[src/rtl/uart_rx_cmd_ctrl_if.sv]
// uart_rx_cmd_ctrl_if
//   Bundles every signal between the UART command sequencer and its
//   neighbours: the UART receiver byte stream, the register file, the ALU,
//   and the UART transmitter.
//   master : the command sequencer (drives rf_*, alu_en/alu_fun, tx_*, busy)
//   slave  : the surrounding peripherals (drive rx_*, rf_rd_*, alu_out*, tx_busy)
interface uart_rx_cmd_ctrl_if #(
  parameter int DATA_W = 8,
  parameter int ADDR_W = 4,
  parameter int FUN_W  = 4
) ();
  // UART receiver
  logic                  rx_data_valid;
  logic [DATA_W-1:0]     rx_p_data;
  // register file
  logic [DATA_W-1:0]     rf_rd_data;
  logic                  rf_rd_valid;
  logic [ADDR_W-1:0]     rf_addr;
  logic                  rf_wr_en;
  logic [DATA_W-1:0]     rf_wr_data;
  logic                  rf_rd_en;
  // ALU
  logic [2*DATA_W-1:0]   alu_out;
  logic                  alu_out_valid;
  logic                  alu_en;
  logic [FUN_W-1:0]      alu_fun;
  // UART transmitter
  logic                  tx_busy;
  logic [DATA_W-1:0]     tx_p_data;
  logic                  tx_data_valid;
  // status
  logic                  busy;

  modport master (
    input  rx_data_valid, rx_p_data, rf_rd_data, rf_rd_valid,
           alu_out, alu_out_valid, tx_busy,
    output rf_addr, rf_wr_en, rf_wr_data, rf_rd_en,
           alu_en, alu_fun, tx_p_data, tx_data_valid, busy
  );

  modport slave (
    output rx_data_valid, rx_p_data, rf_rd_data, rf_rd_valid,
           alu_out, alu_out_valid, tx_busy,
    input  rf_addr, rf_wr_en, rf_wr_data, rf_rd_en,
           alu_en, alu_fun, tx_p_data, tx_data_valid, busy
  );
endinterface

[src/rtl/uart_rx_cmd_ctrl.sv]
// uart_rx_cmd_ctrl
//   Command sequencer behind the UART receiver. Decodes command frames
//   (0xAA write, 0xBB read, 0xCC ALU with operands, 0xDD ALU on existing
//   operands), drives register-file and ALU strobes, and returns results
//   through the UART transmitter using its busy handshake.
//   clk  : system clock
//   rst  : asynchronous active-low reset
//   bus  : uart_rx_cmd_ctrl_if master modport (rx byte stream in, rf/alu
//          strobes out, tx byte out, busy out)
//   All outputs are registered.
module uart_rx_cmd_ctrl #(
  parameter int DATA_W = 8,
  parameter int ADDR_W = 4,
  parameter int FUN_W  = 4
) (
  input logic               clk,
  input logic               rst,
  uart_rx_cmd_ctrl_if.master bus
);

  localparam logic [DATA_W-1:0] OPC_WR  = DATA_W'(8'hAA);
  localparam logic [DATA_W-1:0] OPC_RD  = DATA_W'(8'hBB);
  localparam logic [DATA_W-1:0] OPC_ALU = DATA_W'(8'hCC);
  localparam logic [DATA_W-1:0] OPC_NOP = DATA_W'(8'hDD);

  typedef enum logic [3:0] {
    IDLE, WR_ADDR, WR_DATA, RD_ADDR, RD_WAIT, OP_A, OP_B,
    ALU_FUN, ALU_WAIT, TX_LO, TX_GAP, TX_HI
  } state_t;

  state_t              state_q, state_d;
  logic [ADDR_W-1:0]   rf_addr_q, rf_addr_d;
  logic                rf_wr_en_q, rf_wr_en_d;
  logic [DATA_W-1:0]   rf_wr_data_q, rf_wr_data_d;
  logic                rf_rd_en_q, rf_rd_en_d;
  logic                alu_en_q, alu_en_d;
  logic [FUN_W-1:0]    alu_fun_q, alu_fun_d;
  logic [DATA_W-1:0]   tx_p_data_q, tx_p_data_d;
  logic                tx_dv_q, tx_dv_d;
  logic                busy_q, busy_d;
  logic [2*DATA_W-1:0] res_q, res_d;
  logic                two_q, two_d;

  always_ff @(posedge clk or negedge rst) begin
    if (!rst) begin
      state_q      <= IDLE;
      rf_addr_q    <= '0;
      rf_wr_en_q   <= 1'b0;
      rf_wr_data_q <= '0;
      rf_rd_en_q   <= 1'b0;
      alu_en_q     <= 1'b0;
      alu_fun_q    <= '0;
      tx_p_data_q  <= '0;
      tx_dv_q      <= 1'b0;
      busy_q       <= 1'b0;
      res_q        <= '0;
      two_q        <= 1'b0;
    end else begin
      state_q      <= state_d;
      rf_addr_q    <= rf_addr_d;
      rf_wr_en_q   <= rf_wr_en_d;
      rf_wr_data_q <= rf_wr_data_d;
      rf_rd_en_q   <= rf_rd_en_d;
      alu_en_q     <= alu_en_d;
      alu_fun_q    <= alu_fun_d;
      tx_p_data_q  <= tx_p_data_d;
      tx_dv_q      <= tx_dv_d;
      busy_q       <= busy_d;
      res_q        <= res_d;
      two_q        <= two_d;
    end
  end

  always_comb begin
    state_d      = state_q;
    rf_addr_d    = rf_addr_q;
    rf_wr_en_d   = 1'b0;
    rf_wr_data_d = rf_wr_data_q;
    rf_rd_en_d   = 1'b0;
    alu_en_d     = 1'b0;
    alu_fun_d    = alu_fun_q;
    tx_p_data_d  = tx_p_data_q;
    tx_dv_d      = 1'b0;
    res_d        = res_q;
    two_d        = two_q;

    case (state_q)
      IDLE: begin
        if (bus.rx_data_valid) begin
          if (bus.rx_p_data == OPC_WR)       state_d = WR_ADDR;
          else if (bus.rx_p_data == OPC_RD)  state_d = RD_ADDR;
          else if (bus.rx_p_data == OPC_ALU) state_d = OP_A;
          else if (bus.rx_p_data == OPC_NOP) state_d = ALU_FUN;
        end
      end
      WR_ADDR: begin
        if (bus.rx_data_valid) begin
          rf_addr_d = bus.rx_p_data[ADDR_W-1:0];
          state_d   = WR_DATA;
        end
      end
      WR_DATA: begin
        if (bus.rx_data_valid) begin
          rf_wr_data_d = bus.rx_p_data;
          rf_wr_en_d   = 1'b1;
          state_d      = IDLE;
        end
      end
      RD_ADDR: begin
        if (bus.rx_data_valid) begin
          rf_addr_d  = bus.rx_p_data[ADDR_W-1:0];
          rf_rd_en_d = 1'b1;
          state_d    = RD_WAIT;
        end
      end
      RD_WAIT: begin
        if (bus.rf_rd_valid) begin
          res_d   = {{DATA_W{1'b0}}, bus.rf_rd_data};
          two_d   = 1'b0;
          state_d = TX_LO;
        end
      end
      OP_A: begin
        if (bus.rx_data_valid) begin
          rf_addr_d    = '0;
          rf_wr_data_d = bus.rx_p_data;
          rf_wr_en_d   = 1'b1;
          state_d      = OP_B;
        end
      end
      OP_B: begin
        if (bus.rx_data_valid) begin
          rf_addr_d    = ADDR_W'(1);
          rf_wr_data_d = bus.rx_p_data;
          rf_wr_en_d   = 1'b1;
          state_d      = ALU_FUN;
        end
      end
      ALU_FUN: begin
        if (bus.rx_data_valid) begin
          alu_fun_d = bus.rx_p_data[FUN_W-1:0];
          alu_en_d  = 1'b1;
          state_d   = ALU_WAIT;
        end
      end
      ALU_WAIT: begin
        if (bus.alu_out_valid) begin
          res_d   = bus.alu_out;
          two_d   = 1'b1;
          state_d = TX_LO;
        end
      end
      TX_LO: begin
        if (!bus.tx_busy) begin
          tx_p_data_d = res_q[DATA_W-1:0];
          tx_dv_d     = 1'b1;
          state_d     = two_q ? TX_GAP : IDLE;
        end
      end
      TX_GAP: begin
        // transmitter must acknowledge the low byte before the high byte goes out
        if (bus.tx_busy) state_d = TX_HI;
      end
      TX_HI: begin
        if (!bus.tx_busy) begin
          tx_p_data_d = res_q[2*DATA_W-1:DATA_W];
          tx_dv_d     = 1'b1;
          state_d     = IDLE;
        end
      end
      default: state_d = IDLE;
    endcase

    // busy covers the final strobe cycle so it drops one cycle after it
    busy_d = (state_d != IDLE) | rf_wr_en_d | tx_dv_d;
  end

  assign bus.rf_addr       = rf_addr_q;
  assign bus.rf_wr_en      = rf_wr_en_q;
  assign bus.rf_wr_data    = rf_wr_data_q;
  assign bus.rf_rd_en      = rf_rd_en_q;
  assign bus.alu_en        = alu_en_q;
  assign bus.alu_fun       = alu_fun_q;
  assign bus.tx_p_data     = tx_p_data_q;
  assign bus.tx_data_valid = tx_dv_q;
  assign bus.busy          = busy_q;

endmodule
[src/flat_wrapper.sv]
// flat-port wrapper written by rule: the top's interface ports become plain ports
module uart_rx_cmd_ctrl_flat 
#(
  parameter int DATA_W = 8,
  parameter int ADDR_W = 4,
  parameter int FUN_W  = 4
)
  (clk, rst, bus_rx_data_valid, bus_rx_p_data, bus_rf_rd_data, bus_rf_rd_valid, bus_alu_out, bus_alu_out_valid, bus_tx_busy, bus_rf_addr, bus_rf_wr_en, bus_rf_wr_data, bus_rf_rd_en, bus_alu_en, bus_alu_fun, bus_tx_p_data, bus_tx_data_valid, bus_busy);
  uart_rx_cmd_ctrl_if #(.DATA_W(DATA_W), .ADDR_W(ADDR_W), .FUN_W(FUN_W)) bus_i ();
  input logic clk;
  input logic rst;
  input wire logic [$bits(bus_i.rx_data_valid)-1:0] bus_rx_data_valid;
  input wire logic [$bits(bus_i.rx_p_data)-1:0] bus_rx_p_data;
  input wire logic [$bits(bus_i.rf_rd_data)-1:0] bus_rf_rd_data;
  input wire logic [$bits(bus_i.rf_rd_valid)-1:0] bus_rf_rd_valid;
  input wire logic [$bits(bus_i.alu_out)-1:0] bus_alu_out;
  input wire logic [$bits(bus_i.alu_out_valid)-1:0] bus_alu_out_valid;
  input wire logic [$bits(bus_i.tx_busy)-1:0] bus_tx_busy;
  output wire logic [$bits(bus_i.rf_addr)-1:0] bus_rf_addr;
  output wire logic [$bits(bus_i.rf_wr_en)-1:0] bus_rf_wr_en;
  output wire logic [$bits(bus_i.rf_wr_data)-1:0] bus_rf_wr_data;
  output wire logic [$bits(bus_i.rf_rd_en)-1:0] bus_rf_rd_en;
  output wire logic [$bits(bus_i.alu_en)-1:0] bus_alu_en;
  output wire logic [$bits(bus_i.alu_fun)-1:0] bus_alu_fun;
  output wire logic [$bits(bus_i.tx_p_data)-1:0] bus_tx_p_data;
  output wire logic [$bits(bus_i.tx_data_valid)-1:0] bus_tx_data_valid;
  output wire logic [$bits(bus_i.busy)-1:0] bus_busy;
  assign bus_i.rx_data_valid = bus_rx_data_valid;
  assign bus_i.rx_p_data = bus_rx_p_data;
  assign bus_i.rf_rd_data = bus_rf_rd_data;
  assign bus_i.rf_rd_valid = bus_rf_rd_valid;
  assign bus_i.alu_out = bus_alu_out;
  assign bus_i.alu_out_valid = bus_alu_out_valid;
  assign bus_i.tx_busy = bus_tx_busy;
  assign bus_rf_addr = bus_i.rf_addr;
  assign bus_rf_wr_en = bus_i.rf_wr_en;
  assign bus_rf_wr_data = bus_i.rf_wr_data;
  assign bus_rf_rd_en = bus_i.rf_rd_en;
  assign bus_alu_en = bus_i.alu_en;
  assign bus_alu_fun = bus_i.alu_fun;
  assign bus_tx_p_data = bus_i.tx_p_data;
  assign bus_tx_data_valid = bus_i.tx_data_valid;
  assign bus_busy = bus_i.busy;
  uart_rx_cmd_ctrl #(.DATA_W(DATA_W), .ADDR_W(ADDR_W), .FUN_W(FUN_W)) u_core (.clk(clk), .rst(rst), .bus(bus_i));
endmodule
[config.mk]
export PLATFORM = sky130hd
export DESIGN_NAME = uart_rx_cmd_ctrl_flat
export DESIGN_NICKNAME = d
export VERILOG_FILES = /design/src/rtl/uart_rx_cmd_ctrl_if.sv /design/src/rtl/uart_rx_cmd_ctrl.sv /design/src/flat_wrapper.sv
export SDC_FILE = /design/constraint.sdc
export NUM_CORES = 1
export LEC_CHECK = 0
export ABC_AREA = 1
export ABC_CLOCK_PERIOD_IN_PS = 1750
export BUFFER_PORTS_ARGS = -buffer_cell sky130_fd_sc_hd__buf_4
export CORE_MARGIN = 1
export CORE_UTILIZATION = 50
export CTS_BUF_LIST = sky130_fd_sc_hd__clkbuf_4 sky130_fd_sc_hd__clkbuf_8
export CTS_CLUSTER_SIZE = 10
export DETAILED_ROUTE_END_ITERATION = 10
export PLACE_DENSITY = 0.77
export SLEW_MARGIN = 20
export SYNTH_ARGS = -nofsm -noshare
export SYNTH_HDL_FRONTEND = slang
export SYNTH_SLANG_ARGS = --single-unit
[constraint.sdc]
create_clock -name clk -period 1.75 [get_ports clk]
set_input_delay 0.175 -clock clk [delete_from_list [all_inputs] [get_ports clk]]
set_output_delay 0.175 -clock clk [all_outputs]
set_load 0.02 [all_outputs]
Yosys cells after proc, flatten, opt, wreduce, memory -nomap -nowiden
Index checks and enable logic that the tools add are counted.
{ "word_totals": {"ff_bits": 50, "in_bits": 38, "out_inout_bits": 29} }
{ "classes": {"n_reduce_logical": 13, "n_eq_ne": 22, "muxes": 37, "bitwise_logic": 2} }
{ "op_table": {"columns": ["operator", "n"], "rows": [
  ["$mux W4", 20],
  ["$pmux W4 S12", 1],
  ["$eq A8 B8 Y1 const B", 4],
  ["$mux W16", 2],
  ["$pmux W16 S2", 1],
  ["$eq A4 B3 Y1 const B", 4],
  ["$eq A4 B4 Y1 const B", 4],
  ["$mux W8", 2],
  ["$pmux W8 S2", 1],
  ["$ne A2 B2 Y1 const B", 6],
  ["$pmux W4 S3", 1],
  ["$eq A4 B2 Y1 const B", 2],
  ["$mux W1", 8],
  ["$reduce_and A3 Y1", 2],
  ["$eq A4 B1 Y1 const B", 1],
  ["$logic_not A4 Y1", 1],
  ["$reduce_and A2 Y1", 2],
  ["$reduce_and A4 Y1", 1],
  ["$reduce_bool A2 Y1", 2],
  ["$reduce_bool A4 Y1", 1],
  ["$reduce_or A2 Y1", 2],
  ["$reduce_bool A3 Y1", 1],
  ["$reduce_or A3 Y1", 1],
  ["$ne A2 B1 Y1 const B", 1],
  ["2 further kinds", 3]
]} }

Logic depth before layout (Yosys ltp)
Gate-level depths: netlist (run 1).
{ "logic_depth": {"depth_word": 10, "ltp_mapped": 12, "depth_no_buf": 12} }

Least setup slack after synthesis (run 1)
OpenSTA, ideal clock, no wires.
{ "synth_timing": {"path_kind": "register to register", "startpoint": "reg u_core.state_q[1]", "endpoint": "reg u_core.busy_q, in the netlist u_core.bus.busy", "slack_ns": 0.336, "arrival_time_ns": 1.293, "path_buffers": 1, "path_stages_with_launch": 12, "setup_ns": 0.122, "synth_period_minus_slack_ns": 1.414, "cell_sequence": "dfrtp_1 > buf_4 > nand2_2 > nor2_2 > nand2_2 > nand2_1 > nor2_1 > nand2_1 > nor2_1 > nand3_1 > nor2_1 > nand2_1"} }
{ "synth_via": {"elab_cells_between_ends": 36} }
{ "synth_lines": {"columns": ["element", "line", "text"], "rows": [
  ["start, declared", "uart_rx_cmd_ctrl.sv:31", "state_t state_q, state_d;"],
  ["start signal, assigned", "uart_rx_cmd_ctrl.sv:59", "state_q <= state_d;"],
  ["$eq A4 B4 Y1, or another cell as far along", "uart_rx_cmd_ctrl.sv:87", "case (state_q)"],
  ["$pmux W4 S12 (*)", "uart_rx_cmd_ctrl.sv:87", null],
  ["named net u_core.state_d[3]", "uart_rx_cmd_ctrl.sv:31", null],
  ["$reduce_bool A4 Y1 (*)", "uart_rx_cmd_ctrl.sv:175", "busy_d = (state_d != IDLE) | rf_wr_en_d | tx_dv_d;"],
  ["$or A1 B1 Y1 (*) (2 in a row)", "uart_rx_cmd_ctrl.sv:175", null],
  ["named net u_core.busy_d", "uart_rx_cmd_ctrl.sv:40", "logic busy_q, busy_d;"],
  ["end signal, assigned", "uart_rx_cmd_ctrl.sv:68", "busy_q <= busy_d;"],
  ["end, declared", "uart_rx_cmd_ctrl.sv:40", null]
]} }
The timed path passes the listed nets; every way through them passes the cells marked *.
A chain may end at the register's enable or synchronous reset.

Worst setup path in the final report (run 1)
{ "layout_timing": {"startpoint": "reg u_core.state_q[0]", "endpoint": "reg u_core.busy_q, in the netlist u_core.bus.busy"} }
{ "layout_via": {"elab_chain_len": 9, "elab_cells_between_ends": 36} }
{ "layout_lines": {"columns": ["element", "line", "text"], "rows": [
  ["$mux W4", "uart_rx_cmd_ctrl.sv:93", "else if (bus.rx_p_data == OPC_NOP) state_d = ALU_FUN;"],
  ["$mux W4", "uart_rx_cmd_ctrl.sv:92", "else if (bus.rx_p_data == OPC_ALU) state_d = OP_A;"],
  ["$mux W4", "uart_rx_cmd_ctrl.sv:91", "else if (bus.rx_p_data == OPC_RD) state_d = RD_ADDR;"],
  ["$mux W4", "uart_rx_cmd_ctrl.sv:90", "if (bus.rx_p_data == OPC_WR) state_d = WR_ADDR;"],
  ["$mux W4", "uart_rx_cmd_ctrl.sv:89", "if (bus.rx_data_valid) begin"],
  ["$pmux W4 S12", "uart_rx_cmd_ctrl.sv:87", null],
  ["$reduce_bool A4 Y1", "uart_rx_cmd_ctrl.sv:175", null],
  ["$or A1 B1 Y1", "uart_rx_cmd_ctrl.sv:175", null],
  ["$or A1 B1 Y1 (*)", "uart_rx_cmd_ctrl.sv:175", null],
  ["named net u_core.busy_d", "uart_rx_cmd_ctrl.sv:40", null]
]} }
Marks and branches as above.

==> results of run 1 <==
sequential cells by signal, summed over array words and instances (netlist names):
register,count
u_core.res_q,16
u_core.bus.rf_wr_data,8
u_core.bus.tx_p_data,8
u_core.bus.alu_fun,4
u_core.bus.rf_addr,4
u_core.state_q,4
u_core.bus.alu_en,1
u_core.bus.busy,1
u_core.bus.rf_rd_en,1
u_core.bus.rf_wr_en,1
u_core.bus.tx_data_valid,1
u_core.two_q,1
cells in the final DEF, fill, tap and decap left out, types with 2 or more instances in the layout:
master,n
sky130_fd_sc_hd__nand3_2,2
sky130_fd_sc_hd__a21oi_1,4
sky130_fd_sc_hd__a31oi_1,9
sky130_fd_sc_hd__o21ai_1,7
sky130_fd_sc_hd__clkbuf_8,5
sky130_fd_sc_hd__dfrtp_1,49
sky130_fd_sc_hd__buf_4,78
sky130_fd_sc_hd__nor2_4,5
sky130_fd_sc_hd__o211ai_1,2
sky130_fd_sc_hd__o21ai_0,40
sky130_fd_sc_hd__nand2_2,3
sky130_fd_sc_hd__inv_2,2
sky130_fd_sc_hd__nand2_1,79
sky130_fd_sc_hd__nor3_1,4
sky130_fd_sc_hd__inv_1,30
sky130_fd_sc_hd__nand3_1,22
sky130_fd_sc_hd__nor2_1,33
final cells by class:
cell class	instances	area (sq um)
Tap cell	52	65.1
Fill cell	394	1380
Timing Repair Buffer	79	596
Clock inverter	2	13.8
Sequential cell	50	1250
Multi-Input combinational cell	214	1000
Inverter	32	120
Clock buffer	6	76.3
metrics by stage:
stage          setup slack, ns  instances  total power (W)
6_report                 0.206        435          0.00460
5_1_grt                 0.0423        435          0.00494
4_1_cts                 0.0842        434          0.00462
3_5_place_dp             0.131        425          0.00395
3_3_place_gp             0.174        425          0.00390
2_1_floorplan            0.336        304          0.00316
tightest hold or removal path, delay by kind of cell:
| kind | cells | cell delay [ns] |
|---|---|---|
| buffers and inverters | 1 | 0.09 |
| AND/OR/NAND/NOR | 2 | 0.08 |
power by group through the flow:
| stage | Sequential [W] | Combinational, W | Clock, W |
|---|---|---|---|
| finish | 0.00196 | 0.00198 | 0.000671 |
| global route | 0.00201 | 0.00221 | 0.000721 |
| CTS | 0.00195 | 0.00198 | 0.000685 |
| detailed placement | 0.00197 | 0.00197 | 0 |
| global placement | 0.00196 | 0.00193 | 0 |
| floorplan | 0.00217 | 0.000991 | 0 |
cells by family after synthesis:
family                 Yosys count  synth area share [%]
AO/OA/AOI/OAI                   63                  13.8
flip-flops                      50                  51.6
AND/OR/NAND/NOR                151                  27.6
buffers and inverters           40                  7.02
timing repair:
item / CTS / global route
hold endpoints to repair: 50 / 0
setup endpoints to repair: 0 / 4
buffers inserted: 0 / 1
hold buffers: 1 / 0
gates resized for setup: 0 / 1
layer usage:
| metal | vias to the layer above | global-route usage (%) | wire length (um) |
|---|---|---|---|
| met3 | 4 | 3.94 | 259 |
| met1 | 1044 | 32.8 | 2660 |
| met4 | 0 | 5.66 | 34 |
| li1 | 1149 | - | - |
| met5 | - | 0 | 0 |
| met2 | 64 | 38.2 | 2660 |
worst max path at each step:
stage,slack [ns],end
CTS,0.08,u_core.bus.tx_p_data[4]
finish,0.21,u_core.bus.busy
global placement,0.17,u_core.bus.tx_p_data[7]
floorplan,0.34,u_core.bus.busy
global route,0.04,u_core.bus.busy
detailed placement,0.13,u_core.bus.tx_p_data[7]
==> results.sh, run 1 <==
export IMPL_postSynthCellCount=304
export IMPL_dp_hpwl_mm=4.32
export IMPL_slew_violations=0
export IMPL_cp_slowest_cell="sky130_fd_sc_hd__dfrtp_1"
export IMPL_grt_antenna_before_repair=0
export IMPL_clock_root_buffer_master="sky130_fd_sc_hd__clkbuf_8"
export IMPL_synthFlopType="sky130_fd_sc_hd__dfrtp_1"
export IMPL_fin_worst_hold_slack_ns=0.0888
export IMPL_layout_drive_gt1_share_pct=26.4
export IMPL_route_detailed_wl_per_inst_um=12.9
export IMPL_final_net_count=420
export IMPL_power_switching_fraction_pct=40.3
export IMPL_port_buffer_count=66
export IMPL_placement_cell_area_sq_um=3020
export IMPL_tritoncts="done"
export IMPL_post_synth_instance_area_sq_um=2420
export IMPL_setup_repair_after_global_routing_missed_its_margin="false"
export IMPL_drv_max_cap_violation_count=0
export IMPL_crit_path_end_kind="register"
export IMPL_boundaryPins=67
export IMPL_tightestPinTransition_ns=0.612
export IMPL_number_of_flops_mapped_to_enable_cells_by_yosys=0
export IMPL_vdd_drop_max_mv=0.662
export IMPL_hold_path_depth=3
export IMPL_clk_latency_ns=0.29
export IMPL_die_width_um=71.6
export IMPL_place_congestion=0.904
export IMPL_netlist_area_leader_share_pct=51.6
export IMPL_num_antenna_cells=0
export IMPL_min_to="u_core.bus.rf_wr_data[7]"
export IMPL_die_area_sq_um=5130
export IMPL_floorplan_die_height_um=71.6
export IMPL_area_delta_synth_final_pct=28.9
export IMPL_crit_path_cell_trace="inv_2 > nor2_4 > nand2_1 > nand2_1 > nand2_1 > o21ai_0 > nor2_1 > nand3_1 > nor2_1 > nand2_1"
export IMPL_drc=0
export IMPL_fmax_mhz=648
export IMPL_ys_ff_latch=50
export IMPL_finalHoldViolations=0
export IMPL_finClkSkew_ns=0.00888
export IMPL_hp_class="input pin to register"
export IMPL_critical_path_startpoint_type="register"
export IMPL_synth_warning_count=0
export IMPL_core_area_sq_um=4500
export IMPL_worst_r2r_endpoint="u_core.bus.busy"
export IMPL_data_required_time_of_the_critical_path_ns=1.94
export IMPL_leakage_nw=1.68
export IMPL_power_per_cell_area_nw_per_um2=1470
export IMPL_setup_violations_final=0
export IMPL_tritoncts_num_buffers=5
export IMPL_clkSlewWorstSetupHoldPaths_ns=0.09
export IMPL_fraction_of_power_consumed_by_combinational_cells_pct=42.9
export IMPL_synthMostInstantiatedCell="sky130_fd_sc_hd__nand2_1"
export IMPL_drt_pre_antenna_iters=4
export IMPL_outcome="finished, final reports clean"
export IMPL_buffers_plus_inverters_on_the_worst_setup_path=1
export IMPL_start_util_pct=53.8
export IMPL_synth_area_leader_cell="sky130_fd_sc_hd__dfrtp_1"
export IMPL_worstSetupStartpoint="u_core.state_q[0]"
export IMPL_post_synth_cell_area_avg_sq_um=7.98
export IMPL_sequentialPowerShare_pct=42.5
export IMPL_critPathArrivalTime_ns=1.73
export IMPL_setup_total_negative_slack_ns=0
export IMPL_synth_yosys_seq_area_share_pct=51.6
export IMPL_stdcell_area_sq_um=3130
export IMPL_power_report_internal_total_w=0.00275
export IMPL_grt_pass1_wl_mm=9.47
export IMPL_critical_path_max_stage_delay_ns=0.48
export IMPL_timing_setup_critical_path_class="register to register"
export IMPL_cts_htree_levels=2
export IMPL_slew_limit_headroom_pct=59.2
export IMPL_pin_count_of_the_biggest_net_entering_global_routing=51
export IMPL_ff2ff_setup_slack_ns=0.21
export IMPL_crit_fanout=5
export IMPL_postRouteWirelength_mm=5.62
export IMPL_grt_total_usage_pct=23.4
export IMPL_timing_critical_path_depth=10
export IMPL_min_period_over_period_pct=88.2
export IMPL_clk_path_buf_depth=2
export IMPL_finish_utilization_pct=69.4
export IMPL_r2r_start="u_core.state_q[0]"
export IMPL_postRouteAntennaNets=0
export IMPL_power_frac_clock_pct=14.6
export IMPL_first_global_vias=2101
export IMPL_synth_area_leaders="sky130_fd_sc_hd__dfrtp_1, sky130_fd_sc_hd__nand2_1, sky130_fd_sc_hd__o21ai_0"
export IMPL_detailedRoute_firstIterationViolations=128
export IMPL_worst_path_dominant_cell_family="simple AND/OR/NAND/NOR gates"
export IMPL_route_vias_total=2261
export IMPL_p_switching_w=0.00186
export IMPL_cts_sinks=50
export IMPL_synth_top_cells_by_count="sky130_fd_sc_hd__nand2_1, sky130_fd_sc_hd__dfrtp_1, sky130_fd_sc_hd__o21ai_0, sky130_fd_sc_hd__nor2_1, sky130_fd_sc_hd__inv_1"
export IMPL_worstRegToRegCells=10
export IMPL_async_reset_ff_share_pct=100
export IMPL_post_drt_via_cell_ratio=5.20
export IMPL_syn_nets=342
export IMPL_grt_overflow=0
export IMPL_hold_wc_startpoint="bus_rx_p_data[7]"
export IMPL_path_common_cell="sky130_fd_sc_hd__nand2_1"
export IMPL_num_rows=24
export IMPL_period_needed_ns=1.54
export IMPL_synth_distinct_cells=23
Power figures use the tool's default switching activity.
==> run 2, diff against run 1 <==
--- a/config.mk
+++ b/config.mk
@@ -8,6 +8,7 @@
 export ABC_AREA = 1
 export ABC_CLOCK_PERIOD_IN_PS = 1750
 export BUFFER_PORTS_ARGS = -buffer_cell sky130_fd_sc_hd__buf_4
+export CORE_ASPECT_RATIO = 0.6
 export CORE_MARGIN = 1
 export CORE_UTILIZATION = 50
 export CTS_BUF_LIST = sky130_fd_sc_hd__clkbuf_4 sky130_fd_sc_hd__clkbuf_8
==> run 2 against run 1 <==
Compared with the run above: die area up 0.17%; clock power up 0.6%; combinational power is 5% higher; total power is 2.6% higher; critical endpoint unchanged; critical path type unchanged; final cell count rose by 3.2%.
==> results.sh, run 2 (same netlist as run 1, synthesis figures left out) <==
export IMPL_hp_class="input pin to register"
export IMPL_setup_violations_final=0
export IMPL_crit_path_cell_trace="nor2_4 > nand3_2 > nand2_1 > nor2_1 > nand2_1 > nor2_1 > nand3_1 > nor2_1 > nand2_1"
export IMPL_drv_max_cap_violation_count=0
export IMPL_first_global_vias=2061
export IMPL_clock_root_buffer_master="sky130_fd_sc_hd__clkbuf_8"
export IMPL_buffers_plus_inverters_on_the_worst_setup_path=0
export IMPL_power_per_cell_area_nw_per_um2=1490
export IMPL_grt_overflow=0
export IMPL_clk_path_buf_depth=2
export IMPL_core_area_sq_um=4610
export IMPL_fmax_mhz=619
export IMPL_grt_pass1_wl_mm=10.3
export IMPL_floorplan_die_height_um=55.9
export IMPL_postRouteAntennaNets=0
export IMPL_cp_slowest_cell="sky130_fd_sc_hd__dfrtp_2"
export IMPL_boundaryPins=67
export IMPL_cts_sinks=50
export IMPL_period_needed_ns=1.62
export IMPL_multiInputGateArea_sq_um=1000
export IMPL_start_util_pct=52.6
export IMPL_final_common_cell="sky130_fd_sc_hd__buf_4"
export IMPL_drc=0
export IMPL_tightestPinTransition_ns=0.619
export IMPL_slew_limit_headroom_pct=58.7
export IMPL_largest_register_ff_count=16
export IMPL_postRouteWirelength_mm=6.37
export IMPL_leakage_nw=1.69
export IMPL_grt_antenna_before_repair=0
export IMPL_vdd_drop_max_mv=0.664
export IMPL_worst_path_dominant_cell_family="simple AND/OR/NAND/NOR gates"
export IMPL_filler_instances=410
export IMPL_area_delta_synth_final_pct=30.6
export IMPL_outcome="finished, final reports clean"
export IMPL_num_rows=19
export IMPL_route_detailed_wl_per_inst_um=14.2
export IMPL_setup_total_negative_slack_ns=0
export IMPL_die_width_um=91.9
export IMPL_post_drt_via_cell_ratio=5.35
export IMPL_critical_path_max_stage_delay_ns=0.50
export IMPL_cts_htree_levels=2
export IMPL_place_congestion=1.01
export IMPL_finClkSkew_ns=0.00750
export IMPL_clk_latency_ns=0.31
export IMPL_most_common_layout_cells="sky130_fd_sc_hd__buf_4, sky130_fd_sc_hd__nand2_1, sky130_fd_sc_hd__dfrtp_1, sky130_fd_sc_hd__o21ai_0, sky130_fd_sc_hd__nor2_1"
export IMPL_critical_path_startpoint_type="register"
export IMPL_area_sequential_sq_um=1250
export IMPL_detailedRoute_firstIterationViolations=228
export IMPL_preCtsSetupSlack_ns=0.137
export IMPL_crit_path_end_kind="register"
export IMPL_grt_total_usage_pct=25.9
export IMPL_dp_hpwl_mm=4.70
export IMPL_critPathArrivalTime_ns=1.87
export IMPL_tritoncts_num_buffers=5
export IMPL_data_required_time_of_the_critical_path_ns=2.00
export IMPL_min_period_over_period_pct=92.3
export IMPL_setup_repair_after_global_routing_missed_its_margin="false"
export IMPL_pin_count_of_the_biggest_net_entering_global_routing=51
export IMPL_tritoncts="done"
export IMPL_layout_drive_gt1_share_pct=27.2
export IMPL_post_route_worst_setup_slack_ns=0.135
export IMPL_largest_register="u_core.res_q"
export IMPL_final_net_count=424
export IMPL_port_buffer_count=66
export IMPL_slew_violations=0
export IMPL_die_area_sq_um=5140
export IMPL_crit_fanout=15
export IMPL_num_antenna_cells=0
export IMPL_route_vias_total=2401
export IMPL_clkSlewWorstSetupHoldPaths_ns=0.09
export IMPL_timing_setup_critical_path_class="register to register"
export IMPL_finalHoldViolations=0
export IMPL_drt_pre_antenna_iters=5
export IMPL_total_power_w=0.00472
## run 2: area by class of cell
type                            instances  area share [%]
Tap cell                               63            2.49
Inverter                               32            3.91
Clock inverter                          2           0.435
Clock buffer                            5            2.17
Sequential cell                        50            39.5
Multi-Input combinational cell        214            31.7
Timing Repair Buffer                   83            19.8
## run 2: path summary, 6_finish.rpt
kind / startpoint / end / slack (ns) / cells past startpoint
worst min-delay path: bus_rx_p_data[7] / u_core.bus.rf_wr_data[7] / 0.08 / 3
worst min register to register: u_core.bus.alu_fun[3] / u_core.bus.alu_fun[3] / 0.49 / 2
worst max register to register: u_core.state_q[1] / u_core.bus.busy / 0.13 / 9
max in group asynchronous: rst / u_core.state_q[1] / 0.88 / 2
worst max-delay path: u_core.state_q[1] / u_core.bus.busy / 0.13 / 9
min in group asynchronous: rst / u_core.bus.tx_data_valid / 0.42 / 2
## run 2: tightest hold or removal path, delay by kind of cell
family        cells  cell delay [ns]
simple gates      2             0.09
buf+inv           1             0.09
## run 2: routing by layer
metal  global-route usage (%)  wire (um)
met1                     43.7       3320
met2                     32.7       2450
met3                     5.60        485
met4                     6.47        111
met5                        0          0
## run 2: timing repair
action                                  CTS  global route
buffers inserted                          0             4
endpoints found under the hold margin    50             0
hold buffers                              1             0
resized for setup                         0             2
endpoints found under the setup margin    0            12
## run 2: per-stage QoR
step / util [%] / cell area, sq um / hold slack, ns / instances
after CTS: 67.9 / 3130 / 0.0688 / 445
after floorplan: - / 2420 / -0.121 / 304
after detailed placement: 65.9 / 3040 / 0.234 / 437
final: 68.7 / 3170 / 0.0796 / 449
after global placement: 65.9 / 3040 / 0.236 / 437
after global routing: 68.7 / 3170 / 0.0635 / 449
## run 2: power by group
part | switching, W | total (W) | internal [W] | leakage [nW]
registers | 0.000341 | 0.00197 | 0.00163 | 0.634
clock network | 0.000398 | 0.000675 | 0.000277 | 0.0444
logic | 0.00123 | 0.00208 | 0.000848 | 1.01
total | 0.00197 | 0.00472 | 0.00275 | 1.69
